==> config.mk <==
export PLATFORM = sky130hd
export DESIGN_NAME = alarm_bank_flat
export DESIGN_NICKNAME = d
export VERILOG_FILES = /design/src/rtl/alarm_bank_if.sv /design/src/rtl/alarm_bank.sv /design/src/flat_wrapper.sv
export SDC_FILE = /design/constraint.sdc
export NUM_CORES = 1
export LEC_CHECK = 0
export CELL_PAD_IN_SITES_DETAIL_PLACEMENT = 1
export CELL_PAD_IN_SITES_GLOBAL_PLACEMENT = 2
export CORE_MARGIN = 4
export CORE_UTILIZATION = 35
export CTS_BUF_LIST = sky130_fd_sc_hd__clkbuf_8
export CTS_CLUSTER_DIAMETER = 30
export CTS_CLUSTER_SIZE = 16
export DETAILED_ROUTE_END_ITERATION = 8
export GPL_TIMING_DRIVEN = 0
export PLACE_DENSITY = 0.87
export SKIP_LAST_GASP = 1
export SLEW_MARGIN = 5
export SYNTH_ARGS = -nofsm -noshare
export SYNTH_HDL_FRONTEND = slang
export SYNTH_SLANG_ARGS = --single-unit
==> constraint.sdc <==
create_clock -name clk1sec -period 2.4 [get_ports clk1sec]
set_clock_uncertainty 0.05 [all_clocks]
set_input_delay 0.48 -clock clk1sec [delete_from_list [all_inputs] [get_ports clk1sec]]
set_output_delay 0.48 -clock clk1sec [all_outputs]
set_load 0.01 [all_outputs]
==> src/rtl/alarm_bank_if.sv <==
// alarm_bank_if: bundles the alarm-setting UI and ringer status signals.
//   cur_time              packed {year,month,day,hour,minute,second}
//   wr_en/wr_idx/wr_time/wr_mode   slot programming
//   ack/snooze            user controls for the current ring
//   ringing/ring_idx/snoozing/armed/pending   status back to buzzer/LCD logic
// master = UI/status side, slave = alarm_bank.
interface alarm_bank_if #(
  parameter int NUM_ALARMS = 4,
  parameter int IDX_W      = 2
);
  logic [47:0]           cur_time;
  logic                  wr_en;
  logic [IDX_W-1:0]      wr_idx;
  logic [47:0]           wr_time;
  logic [1:0]            wr_mode;
  logic                  ack;
  logic                  snooze;
  logic                  ringing;
  logic [IDX_W-1:0]      ring_idx;
  logic                  snoozing;
  logic [NUM_ALARMS-1:0] armed;
  logic [NUM_ALARMS-1:0] pending;

  modport master (
    output cur_time, wr_en, wr_idx, wr_time, wr_mode, ack, snooze,
    input  ringing, ring_idx, snoozing, armed, pending
  );

  modport slave (
    input  cur_time, wr_en, wr_idx, wr_time, wr_mode, ack, snooze,
    output ringing, ring_idx, snoozing, armed, pending
  );
endinterface

==> src/rtl/alarm_bank.sv <==
// alarm_bank: NUM_ALARMS programmable alarm slots (one-shot or daily) compared
// every second against the watch time, arbitrated onto one ringer with
// dismiss, user snooze and auto-snooze after RING_SEC seconds of ringing.
// Ports:
//   clk1sec  1 Hz clock, all state on rising edge
//   rst      asynchronous active-low reset
//   bus      alarm_bank_if.slave (slot writes, ack/snooze, ringer status)
// wr_mode: 00 off, 01 once (full 48-bit match), 10 daily (low 24 bits), 11 off.
module alarm_bank #(
  parameter int NUM_ALARMS = 4,
  parameter int IDX_W      = 2,
  parameter int SNOOZE_SEC = 300,
  parameter int RING_SEC   = 60,
  parameter int MAX_SNOOZE = 3
) (
  input  logic       clk1sec,
  input  logic       rst,
  alarm_bank_if.slave bus
);

  typedef enum logic [1:0] {
    IDLE   = 2'd0,
    RING   = 2'd1,
    SNOOZE = 2'd2
  } state_t;

  state_t                state;
  logic [47:0]           slot_time [NUM_ALARMS];
  logic [1:0]            slot_mode [NUM_ALARMS];
  logic [NUM_ALARMS-1:0] armed;
  logic [NUM_ALARMS-1:0] match;
  logic [NUM_ALARMS-1:0] wr_hit;
  logic [NUM_ALARMS-1:0] eligible;
  logic [NUM_ALARMS-1:0] pending_q;
  logic [NUM_ALARMS-1:0] pend_next;
  logic                  launch_vld;
  logic [IDX_W-1:0]      launch_idx;
  logic [IDX_W-1:0]      ring_idx_q;
  logic                  ringing_q;
  logic                  snoozing_q;
  logic                  active_wr;
  logic [7:0]            ring_cnt;
  logic [2:0]            snz_cnt;
  logic [15:0]           countdown;

  // Per-slot decode: armed state, time match and write select.
  // Out-of-range wr_idx selects no slot, so such writes are dropped.
  always_comb begin
    armed  = '0;
    match  = '0;
    wr_hit = '0;
    for (int unsigned i = 0; i < NUM_ALARMS; i++) begin
      armed[i]  = (slot_mode[i] == 2'b01) || (slot_mode[i] == 2'b10);
      wr_hit[i] = bus.wr_en && (32'(bus.wr_idx) == i);
      if (slot_mode[i] == 2'b01)
        match[i] = (bus.cur_time == slot_time[i]);
      else if (slot_mode[i] == 2'b10)
        match[i] = (bus.cur_time[23:0] == slot_time[i][23:0]);
    end
  end

  // Lowest pending slot not being rewritten this edge gets the ringer.
  always_comb begin
    eligible   = pending_q & ~wr_hit;
    launch_vld = |eligible;
    launch_idx = '0;
    for (int unsigned i = NUM_ALARMS; i > 0; i--) begin
      if (eligible[i-1])
        launch_idx = IDX_W'(i-1);
    end
  end

  // A write to the slot currently owning the ringer cancels it.
  always_comb begin
    active_wr = (state != IDLE) && wr_hit[ring_idx_q];
  end

  // Launch consumes the old pending bit first, so a daily slot re-matching on
  // its own launch edge stays pending; writes override any fresh match.
  always_comb begin
    pend_next = pending_q;
    if (state == IDLE && launch_vld)
      pend_next[launch_idx] = 1'b0;
    pend_next = (pend_next | match) & ~wr_hit;
  end

  always_ff @(posedge clk1sec or negedge rst) begin
    if (!rst) begin
      for (int unsigned i = 0; i < NUM_ALARMS; i++) begin
        slot_time[i] <= '0;
        slot_mode[i] <= '0;
      end
    end else begin
      for (int unsigned i = 0; i < NUM_ALARMS; i++) begin
        if (wr_hit[i]) begin
          slot_time[i] <= bus.wr_time;
          slot_mode[i] <= bus.wr_mode;
        end else if (match[i] && slot_mode[i] == 2'b01) begin
          slot_mode[i] <= 2'b00;
        end
      end
    end
  end

  always_ff @(posedge clk1sec or negedge rst) begin
    if (!rst) begin
      state      <= IDLE;
      pending_q  <= '0;
      ring_idx_q <= '0;
      ringing_q  <= 1'b0;
      snoozing_q <= 1'b0;
      ring_cnt   <= '0;
      snz_cnt    <= '0;
      countdown  <= '0;
    end else begin
      pending_q <= pend_next;
      case (state)
        IDLE: begin
          if (launch_vld) begin
            state      <= RING;
            ring_idx_q <= launch_idx;
            ringing_q  <= 1'b1;
            ring_cnt   <= '0;
            snz_cnt    <= '0;
          end
        end
        RING: begin
          if (active_wr || bus.ack) begin
            state     <= IDLE;
            ringing_q <= 1'b0;
          end else if (bus.snooze) begin
            state      <= SNOOZE;
            ringing_q  <= 1'b0;
            snoozing_q <= 1'b1;
            countdown  <= 16'(SNOOZE_SEC);
          end else if (ring_cnt == 8'(RING_SEC - 1)) begin
            ringing_q <= 1'b0;
            if (snz_cnt < 3'(MAX_SNOOZE)) begin
              state      <= SNOOZE;
              snoozing_q <= 1'b1;
              snz_cnt    <= snz_cnt + 3'd1;
              countdown  <= 16'(SNOOZE_SEC);
            end else begin
              state <= IDLE;
            end
          end else begin
            ring_cnt <= ring_cnt + 8'd1;
          end
        end
        SNOOZE: begin
          if (active_wr || bus.ack) begin
            state      <= IDLE;
            snoozing_q <= 1'b0;
          end else if (countdown == 16'd1) begin
            state      <= RING;
            ringing_q  <= 1'b1;
            snoozing_q <= 1'b0;
            ring_cnt   <= '0;
          end else begin
            countdown <= countdown - 16'd1;
          end
        end
        default: begin
          state      <= IDLE;
          ringing_q  <= 1'b0;
          snoozing_q <= 1'b0;
        end
      endcase
    end
  end

  assign bus.ringing  = ringing_q;
  assign bus.snoozing = snoozing_q;
  assign bus.ring_idx = ring_idx_q;
  assign bus.pending  = pending_q;
  assign bus.armed    = armed;

endmodule

==> src/flat_wrapper.sv <==
// flat-port wrapper written by rule: the top's interface ports become plain ports
module alarm_bank_flat 
#(
  parameter int NUM_ALARMS = 4,
  parameter int IDX_W      = 2,
  parameter int SNOOZE_SEC = 300,
  parameter int RING_SEC   = 60,
  parameter int MAX_SNOOZE = 3
)
  (clk1sec, rst, bus_cur_time, bus_wr_en, bus_wr_idx, bus_wr_time, bus_wr_mode, bus_ack, bus_snooze, bus_ringing, bus_ring_idx, bus_snoozing, bus_armed, bus_pending);
  alarm_bank_if #(.NUM_ALARMS(NUM_ALARMS), .IDX_W(IDX_W)) bus_i ();
  input  logic clk1sec;
  input  logic rst;
  input wire logic [$bits(bus_i.cur_time)-1:0] bus_cur_time;
  input wire logic [$bits(bus_i.wr_en)-1:0] bus_wr_en;
  input wire logic [$bits(bus_i.wr_idx)-1:0] bus_wr_idx;
  input wire logic [$bits(bus_i.wr_time)-1:0] bus_wr_time;
  input wire logic [$bits(bus_i.wr_mode)-1:0] bus_wr_mode;
  input wire logic [$bits(bus_i.ack)-1:0] bus_ack;
  input wire logic [$bits(bus_i.snooze)-1:0] bus_snooze;
  output wire logic [$bits(bus_i.ringing)-1:0] bus_ringing;
  output wire logic [$bits(bus_i.ring_idx)-1:0] bus_ring_idx;
  output wire logic [$bits(bus_i.snoozing)-1:0] bus_snoozing;
  output wire logic [$bits(bus_i.armed)-1:0] bus_armed;
  output wire logic [$bits(bus_i.pending)-1:0] bus_pending;
  assign bus_i.cur_time = bus_cur_time;
  assign bus_i.wr_en = bus_wr_en;
  assign bus_i.wr_idx = bus_wr_idx;
  assign bus_i.wr_time = bus_wr_time;
  assign bus_i.wr_mode = bus_wr_mode;
  assign bus_i.ack = bus_ack;
  assign bus_i.snooze = bus_snooze;
  assign bus_ringing = bus_i.ringing;
  assign bus_ring_idx = bus_i.ring_idx;
  assign bus_snoozing = bus_i.snoozing;
  assign bus_armed = bus_i.armed;
  assign bus_pending = bus_i.pending;
  alarm_bank #(.NUM_ALARMS(NUM_ALARMS), .IDX_W(IDX_W), .SNOOZE_SEC(SNOOZE_SEC), .RING_SEC(RING_SEC), .MAX_SNOOZE(MAX_SNOOZE)) u_core (.clk1sec(clk1sec), .rst(rst), .bus(bus_i));
endmodule
* Yosys cells after proc, flatten, opt, wreduce, memory -nomap -nowiden
Index checks and enable logic that the tools add are counted.
Storage, ports and cells: register bits 237, input bits 105, output and inout bits 12, logic and storage cells 167
Cells by class: add/subtract/negate cells 3, magnitude comparators 4, equality and inequality tests 36, multiplexer cells 67, bitwise operators 7, reductions and logical operators 34
Operators with widths (count):
- $eq 48x48->1 | 4
- $eq 24x24->1 | 4
- $mux 16 | 6
- $mux 8 | 6
- $mux 2 | 19
- $pmux 16 s2 | 1
- $pmux 8 s3 | 1
- $mux 1 | 22
- $eq 16x1->1 const B | 1
- $sub 16x1->16 const B | 1
- $mux 3 | 5
- $eq 2x2->1 const B | 7
- $reduce_bool 2->1 | 7
- $and 4x4->4 | 3
- $eq 2x1->1 const B | 6
- $reduce_and 6->1 | 2
- $logic_and 1x1->1 | 11
- $ne 2x2->1 const B | 5
- $add 8x1->8 const B | 1
- $eq 8x6->1 const B | 1
- $ne 2x1->1 const B | 4
- $not 4->4 | 2
- $reduce_and 7->1 | 1
- $lt 2x3->1 const B | 2
- other kinds (22) | 29

* Logic depth before layout (Yosys ltp)
depth after elaboration 17, gate-level depth with buffers 9, gate-level depth less buffers 7

* Least setup slack after synthesis
Ideal clock, no wire load.
path type flip-flop to flip-flop, start point reg u_core.state[0], end point reg u_core.countdown[2], arrival time 1.981 ns, setup slack 0.248 ns, stages on the path, launching flop included 9, path buffers 1, period minus slack after synthesis 2.152 ns, cells stage by stage dfrtp_1 inv_1 ha_1 clkbuf_2 nor2b_1 a31oi_2 a211oi_2 nor2_1 a22o_1
On the way: longest elaborated chain between the ends 5, elaborated cells on any way between the ends 13
RTL lines:
- start, declared | RTL line alarm_bank.sv:27 | state_t state;
- start signal, assigned | RTL line alarm_bank.sv:107 | state <= IDLE;
- start signal, assigned | RTL line alarm_bank.sv:120 | state <= RING;
- start signal, assigned | RTL line alarm_bank.sv:129 | state <= IDLE;
- $reduce_bool 2->1 | RTL line alarm_bank.sv:75 | active_wr = (state != IDLE) && wr_hit[ring_idx_q];
- $logic_and 1x1->1 | RTL line alarm_bank.sv:75
- $logic_or 1x1->1 | RTL line alarm_bank.sv:128, alarm_bank.sv:151
- $ne 2x2->1 (no line)
- $reduce_and 6->1 (no line)
- end signal, assigned | RTL line alarm_bank.sv:135 | countdown <= 16'(SNOOZE_SEC);
- end signal, assigned | RTL line alarm_bank.sv:142 | countdown <= 16'(SNOOZE_SEC);
- end signal, assigned | RTL line alarm_bank.sv:160 | countdown <= countdown - 16'd1;
- end, declared | RTL line alarm_bank.sv:44 | logic [15:0] countdown;
Parallel ways exist; a longest one is shown, timed or not. A chain may end at the register's enable or synchronous reset.

* Worst setup path in the final report
start point in bus_cur_time[17], end point reg u_core.pending_q[1] (netlist: u_core.bus.pending[1])
On the way: longest elaborated chain between the ends 5, elaborated cells on any way between the ends 6
RTL lines:
- start, declared | RTL line flat_wrapper.sv:14 | input wire logic [$bits(bus_i.cur_time)-1:0] bus_cur_time;
- $eq 24x24->1 | RTL line alarm_bank.sv:58 | match[i] = (bus.cur_time[23:0] == slot_time[i][23:0]);
- $mux 1 | RTL line alarm_bank.sv:57 | else if (slot_mode[i] == 2'b10)
- $mux 1 * | RTL line alarm_bank.sv:55 | if (slot_mode[i] == 2'b01)
- $or 4x4->4 * | RTL line alarm_bank.sv:84 | pend_next = (pend_next | match) & ~wr_hit;
- $and 4x4->4 * | RTL line alarm_bank.sv:84
- net u_core.pend_next[1] | RTL line alarm_bank.sv:35 | logic [NUM_ALARMS-1:0] pend_next;
- end signal, assigned | RTL line alarm_bank.sv:116 | pending_q <= pend_next;
- end, declared | RTL line alarm_bank.sv:34 | logic [NUM_ALARMS-1:0] pending_q;
The timed path passes the listed nets; every way through them passes the cells marked *.

==> impl_metrics.tcl <==
set metrics [dict create \
    crit_fanout 4 \
    place_congestion 0.823 \
    tightestPinTransition_ps 862 \
    worst_setup_path_end_kind "register" \
    synthFlopType "dfrtp_1" \
    drt_drc_violations_left 0 \
    pwr-share-comb_pct 23.0 \
    start_util_pct 35.5 \
    synthesis.area_sq_um 12200 \
    final-setup-viol-count 0 \
    ios 117 \
    dpl_cell_area_sq_um 14000 \
    die_x_um 195 \
    grt_max_degree 107 \
    holdWs_ps 406 \
    numCtsBuffers 68 \
    status "finished clean" \
    ctsRootBufferMaster "clkbuf_8" \
    intPower_uw 9930 \
    min_period_over_period_pct 99.8 \
    ir_drop_uv 423 \
    dp.cells 1882 \
    p_clk_share_pct 41.6 \
    clock_latency_ps 570 \
    fin_tns_setup_ps 0 \
    synth-edff-count 0 \
    fin_crit_ps 2390 \
    grt_usage_pct 21.1 \
    seq_area_frac_synth_pct 48.4 \
    critPathSlowestCell "nor4b_1" \
    cts_tree "built" \
    antenna_found_initial 0 \
    grt_setup_unrepaired "true" \
    drive_gt1_share_pct 13.4 \
    yosysUniqueCellTypes 66 \
    slew_violations 0 \
    fin_cells 2011 \
    dpl.hpwl_mm 29.5 \
    grt_pass1_vias 11147 \
    fp.dieArea_sq_um 38100 \
    cts_sinks 237 \
    path_clk_slew_ps 50 \
    yosysWarnings 0 \
    crit_chain "clkdlybuf4s50_1 > xor2_1 > nor4_1 > nand4_1 > nor4b_1 > o31a_1" \
    hold_class "in2async" \
    critical-path-top-delay-family "simple AND/OR/NAND/NOR gates" \
    core_sq_um 34500 \
    crit_arrival_ps 2860 \
    path_class "in2reg" \
    vias_per_cell 5.04 \
    htreeDepth 3 \
    fin_nets 1621 \
    required_ps 2860 \
    die_h_um 195 \
    ys_ff_latch 237 \
    place.port_buffers 114 \
    fmax_mhz 418 \
    fillers 3981 \
    cap_violations 0 \
    power_density_nw_per_um2 941 \
    antenna_cells 0 \
    hold_violations 0 \
    wl_per_cell_um 20.2 \
    p_sw_uw 4810 \
    dr.pass1.iters 5 \
    async_flop_share_pct 100 \
    maxSlewHeadroom_pct 42.6 \
    finalInstanceArea_sq_um 15700 \
    max_stage_delay_ps 630 \
    grt_pass1_wl_mm 63.3 \
    cp_num_buf_inv 1 \
    rows 68 \
    p_sw_share_pct 32.6 \
    syn_inst 1311 \
    areaGrowthSynthToFinish_pct 27.9 \
    p_leak_uw 0.00715 \
    wl_mm 40.6 \
    drtIter0Drc 476 \
    num_vias 10134 \
    seq_power_share_pct 35.4 \
    syn-num-nets 1432 \
    start_kind "primary input" \
    cts_buffer_depth 3 \
    drtAntennaViolNets 0 \
    avgSynthCellArea_sq_um 9.34 \
    grt-ovfl-total 0 \
]
## synthesized netlist by cell type, drive strengths merged (2+ instances only)
| master | n | area (sq um) |
|---|---|---|
| a21o | 3 | 22.5 |
| a21oi | 14 | 70.1 |
| a221o | 2 | 20.0 |
| a2bb2oi | 2 | 17.5 |
| a31o | 2 | 17.5 |
| a31oi | 10 | 68.8 |
| a32o | 2 | 20.0 |
| a41oi | 4 | 35.0 |
| and2 | 2 | 12.5 |
| and3 | 2 | 12.5 |
| and4 | 2 | 17.5 |
| buf | 5 | 36.3 |
| clkbuf | 46 | 174 |
| dfrtp | 237 | 5930 |
| ha | 16 | 200 |
| inv | 32 | 120 |
| mux2 | 51 | 574 |
| nand2 | 463 | 1740 |
| nand2b | 3 | 18.8 |
| nand3 | 17 | 85.1 |
| nand3b | 3 | 22.5 |
| nand4 | 29 | 181 |
| nor2 | 25 | 93.8 |
| nor2b | 3 | 18.8 |
| nor3 | 14 | 75.1 |
| nor4 | 37 | 262 |
| nor4b | 5 | 56.3 |
| o211ai | 2 | 15.0 |
| o21a | 5 | 37.5 |
| o21ai | 23 | 115 |
| o221ai | 3 | 32.5 |
| o22ai | 11 | 68.8 |
| o31a | 5 | 43.8 |
| o31ai | 12 | 115 |
| o41ai | 2 | 17.5 |
| or2 | 6 | 37.5 |
| or4 | 4 | 30.0 |
| xnor2 | 87 | 777 |
| xor2 | 107 | 937 |
## per-stage QoR
step,setup slack (ps),power (uW),utilization [%]
after floorplan,248,7190,-
after global placement,-10060,8410,40.4
after detailed placement,-598,8550,40.6
after CTS,5.73,14800,45.1
after global routing,-79.1,15500,45.3
final,5.81,14700,45.3
## timing repair
| action | 4_1_cts | 5_1_grt |
|---|---|---|
| hold endpoints to repair | 67 | 0 |
| gates resized for setup | 8 | 16 |
| buffers inserted | 1 | 4 |
| pin swaps | 1 | 1 |
| gates cloned | 0 | 0 |
| setup endpoints to repair | 26 | 50 |
| hold buffers | 1 | 0 |
## power groups by stage
stage               clock [uW]  sequential, uW  combinational, uW
floorplan                    0            5150               2030
global placement             0            5230               3180
detailed placement           0            5270               3290
CTS                       6270            5210               3340
global route              6500            5310               3740
finish                    6130            5220               3400
## sequential cells by signal (all words and copies together) (netlist names)
name	count
u_core.snz_cnt	3
u_core.countdown	16
u_core.slot_time	192
u_core.state	2
u_core.slot_mode	8
u_core.ring_cnt	8
u_core.bus.snoozing	1
u_core.bus.pending	4
u_core.bus.ring_idx	2
u_core.bus.ringing	1
## cells in the final DEF, fill, tap and decap left out, types with 24 or more instances in the layout
cell type / netlist / layout
clkbuf_1: 45 / 39
clkbuf_8: 0 / 84
clkdlybuf4s50_1: 0 / 109
dfrtp_1: 237 / 237
inv_1: 32 / 40
mux2_2: 48 / 48
nand2_1: 463 / 462
nand4_1: 29 / 29
nor2_1: 25 / 24
nor4_1: 35 / 34
xnor2_1: 85 / 84
xor2_1: 107 / 107
## area by class of cell
class	instances	area, sq um	share of cell area [%]
Inverter	32	120	0.767
Buffer	48	205	1.31
Clock buffer	84	1160	7.38
Timing Repair Buffer	122	1240	7.94
Sequential cell	237	5930	37.9
Multi-Input combinational cell	991	6050	38.6
Clock inverter	42	389	2.48
Tap cell	455	569	3.63
## routing by layer
layer  wire (um)  vias to the layer above  track usage (%)
li1            -                     4755                -
met5           0                        -                0
met2       19200                      217             34.3
met1       18700                     5087             28.5
met3        1680                       75             3.80
met4        1120                        0             7.47
## logic make-up after synthesis
logic type,after synthesis,synth area share (%)
DFF,237,48.4
xor gates and xnor gates,194,14.0
muxes,52,4.77
buffers and inverters,83,2.70
adders and majority gates,16,1.63
AOI/OAI and AO/OA,109,6.41
and+or+nand+nor,620,22.1
## path summary, 6_finish.rpt
kind / startpoint / to / slack [ps] / cells after the start
worst max-delay path: bus_cur_time[17] / u_core.bus.pending[1]$_DFF_PN0_ / 6 / 6
worst min-delay path: rst / u_core.countdown[2]$_DFFE_PN0P_ / 410 / 2
worst max register to register: u_core.state[1]$_DFFE_PN0P_ / u_core.countdown[15]$_DFFE_PN0P_ / 80 / 8
worst min register to register: u_core.slot_time[166]$_DFFE_PN0N_ / u_core.slot_time[166]$_DFFE_PN0N_ / 440 / 2
max in group asynchronous: rst / u_core.slot_time[20]$_DFFE_PN0P_ / 630 / 4
min in group clk1sec: u_core.slot_time[166]$_DFFE_PN0N_ / u_core.slot_time[166]$_DFFE_PN0N_ / 440 / 2
Power figures use the tool's default switching activity.
==> edit (config.mk and constraints unchanged) <==
Re-encode `state_t` (3 states) as one-hot, 3 bits wide.
--- a/src/rtl/alarm_bank.sv
+++ b/src/rtl/alarm_bank.sv
@@ -18,10 +18,10 @@
   alarm_bank_if.slave bus
 );
 
-  typedef enum logic [1:0] {
-    IDLE   = 2'd0,
-    RING   = 2'd1,
-    SNOOZE = 2'd2
+  typedef enum logic [2:0] {
+    IDLE   = 3'b001,
+    RING   = 3'b010,
+    SNOOZE = 3'b100
   } state_t;
 
   state_t                state;
Check against the original RTL: same outputs for any inputs over 4 cycles, from zero or initial values and one cycle with rst low; so few cycles prove little.
==> edit against the unedited design <==
- sequential cell count up 1
- area after synthesis is 1.1% lower
- cell count shrank 2.2%
- power is 3.1% lower
- routed wire length down 4.8%
- largest power group unchanged
- setup slack improved by 0.037 ns
- cell area fell by 2.5%
==> edit: results (changes against the unedited design) <==
Setup crit start=u_core.state[0]$_DFFE_PN1P_; Synth area leaders=dfrtp_1, nand2_1, xnor2_1; GP Congestion=0.819 (-0.52%); Clk power=6120 uW (about the same); worst setup margin=0.0424 ns (+0.0365 ns); syn avg cell area=9.35 um2 (about the same); fill cell count=3940 (-1.0%); post-synth net total=1413 (-1.3%); Slew HR=40.4% (-2.2 points); Met2 Wirelength=18600 um (-2.9%); drt first-iter violations=570 (+20%); DP Cell Count=1838 (-2.3%); Post-Layout Cell Count=1966 (-2.2%); Max Fanout on Critical Path=9 (+5); Seq/Total Area, Yosys=49.2% (+0.75 points); Int Power=9820 uW (-1.2%); Pleak=0.00686 uW (-4.1%); total CTS buffers=69 (+1.5%); GRT Util Overall=20.4% (-0.73 points); met1 Track Usage GR=27.1% (-1.3 points); CP peak stage delay=0.56 ns (-0.07 ns); critical path class=reg2reg; M3 GR Usage=3.81% (+0.0097 points); pre-CTS setup slack=-0.672 ns (-0.0747 ns); Commonest cells post-synth=nand2_1, dfrtp_1, xnor2_1, clkbuf_1, mux2_2; worst-case reg-to-reg path depth=6 (-2); met2 usage=33.6% (-0.71 points); RR Endpoint=u_core.countdown[1]$_DFFE_PN0P_; delay-heaviest family, CP=compound AO/OA/AOI/OAI gates; drt total wl=38700 um (-4.8%); Logic power comb=2820 uW (-17%); first-pass GRT wire length=60900 um (-3.9%); maximum VDD drop=0.431 mV (+1.9%); post-DP HPWL=27900 um (-5.5%); Post-CTS Resized=6 (-2); share of cells above drive strength 1=13.1% (-0.32 points); latest clock arrival within the worst-skew pair=0.61 ns (+0.04 ns); DR WL met3=1390 um (-17%); Critical-path top delay cell=dfstp_2; status=finished, final reports clean; IO Port Bufs=92 (-19%); vias in the first global route=10800 (-3.5%); Post-DP Area=13700 um2 (-2.6%); Max Buffers Root-to-Sink=3 (unchanged); Data arrival, critical path=2.77 ns (-0.09 ns); largest net degree at the start of global routing=114 (+6.5%); vias=9828 (-3.0%); Min Hold Slack=0.338 ns (-0.0679 ns); # Post-CTS Setup Buffers=0 (-1); initial antenna violation count=0 (unchanged); distinct cell type count after synthesis=68 (+3.0%); M1 WL=17700 um (-5.1%); P per Cell Area=936 nW/um2 (-0.59%); nets=1579 (-2.6%)
edit: cell types whose count changed in the layout (fill, tap and decap cells not counted), moves of 13 or more:
cell	before	now
clkbuf_1	39	56
clkdlybuf4s50_1	109	87
nand4_1	29	42
nor4_1	34	13
xnor2_1	84	168
xor2_1	107	27
edit: cell families after synthesis:
| kind of cell | share of synthesized area [%] |
|---|---|
| adders and majority gates | 1.24 |
| muxes | 4.93 |
| AOI/OAI and AO/OA | 5.58 |
| DFF | 49.2 |
| and+or+nand+nor | 21.9 |
| buffers and inverters | 3.11 |
| xor gates and xnor gates | 14.1 |
edit: area by class of cell:
cell class / count / area [um2] / area share, %
Buffer: 64 / 260 / 1.70
Clock buffer: 80 / 1100 / 7.21
Multi-Input combinational cell: 963 / 5830 / 38.2
Clock inverter: 47 / 449 / 2.94
Sequential cell: 238 / 5960 / 39.0
Tap cell: 448 / 561 / 3.67
Inverter: 30 / 113 / 0.737
Timing Repair Buffer: 96 / 1010 / 6.59
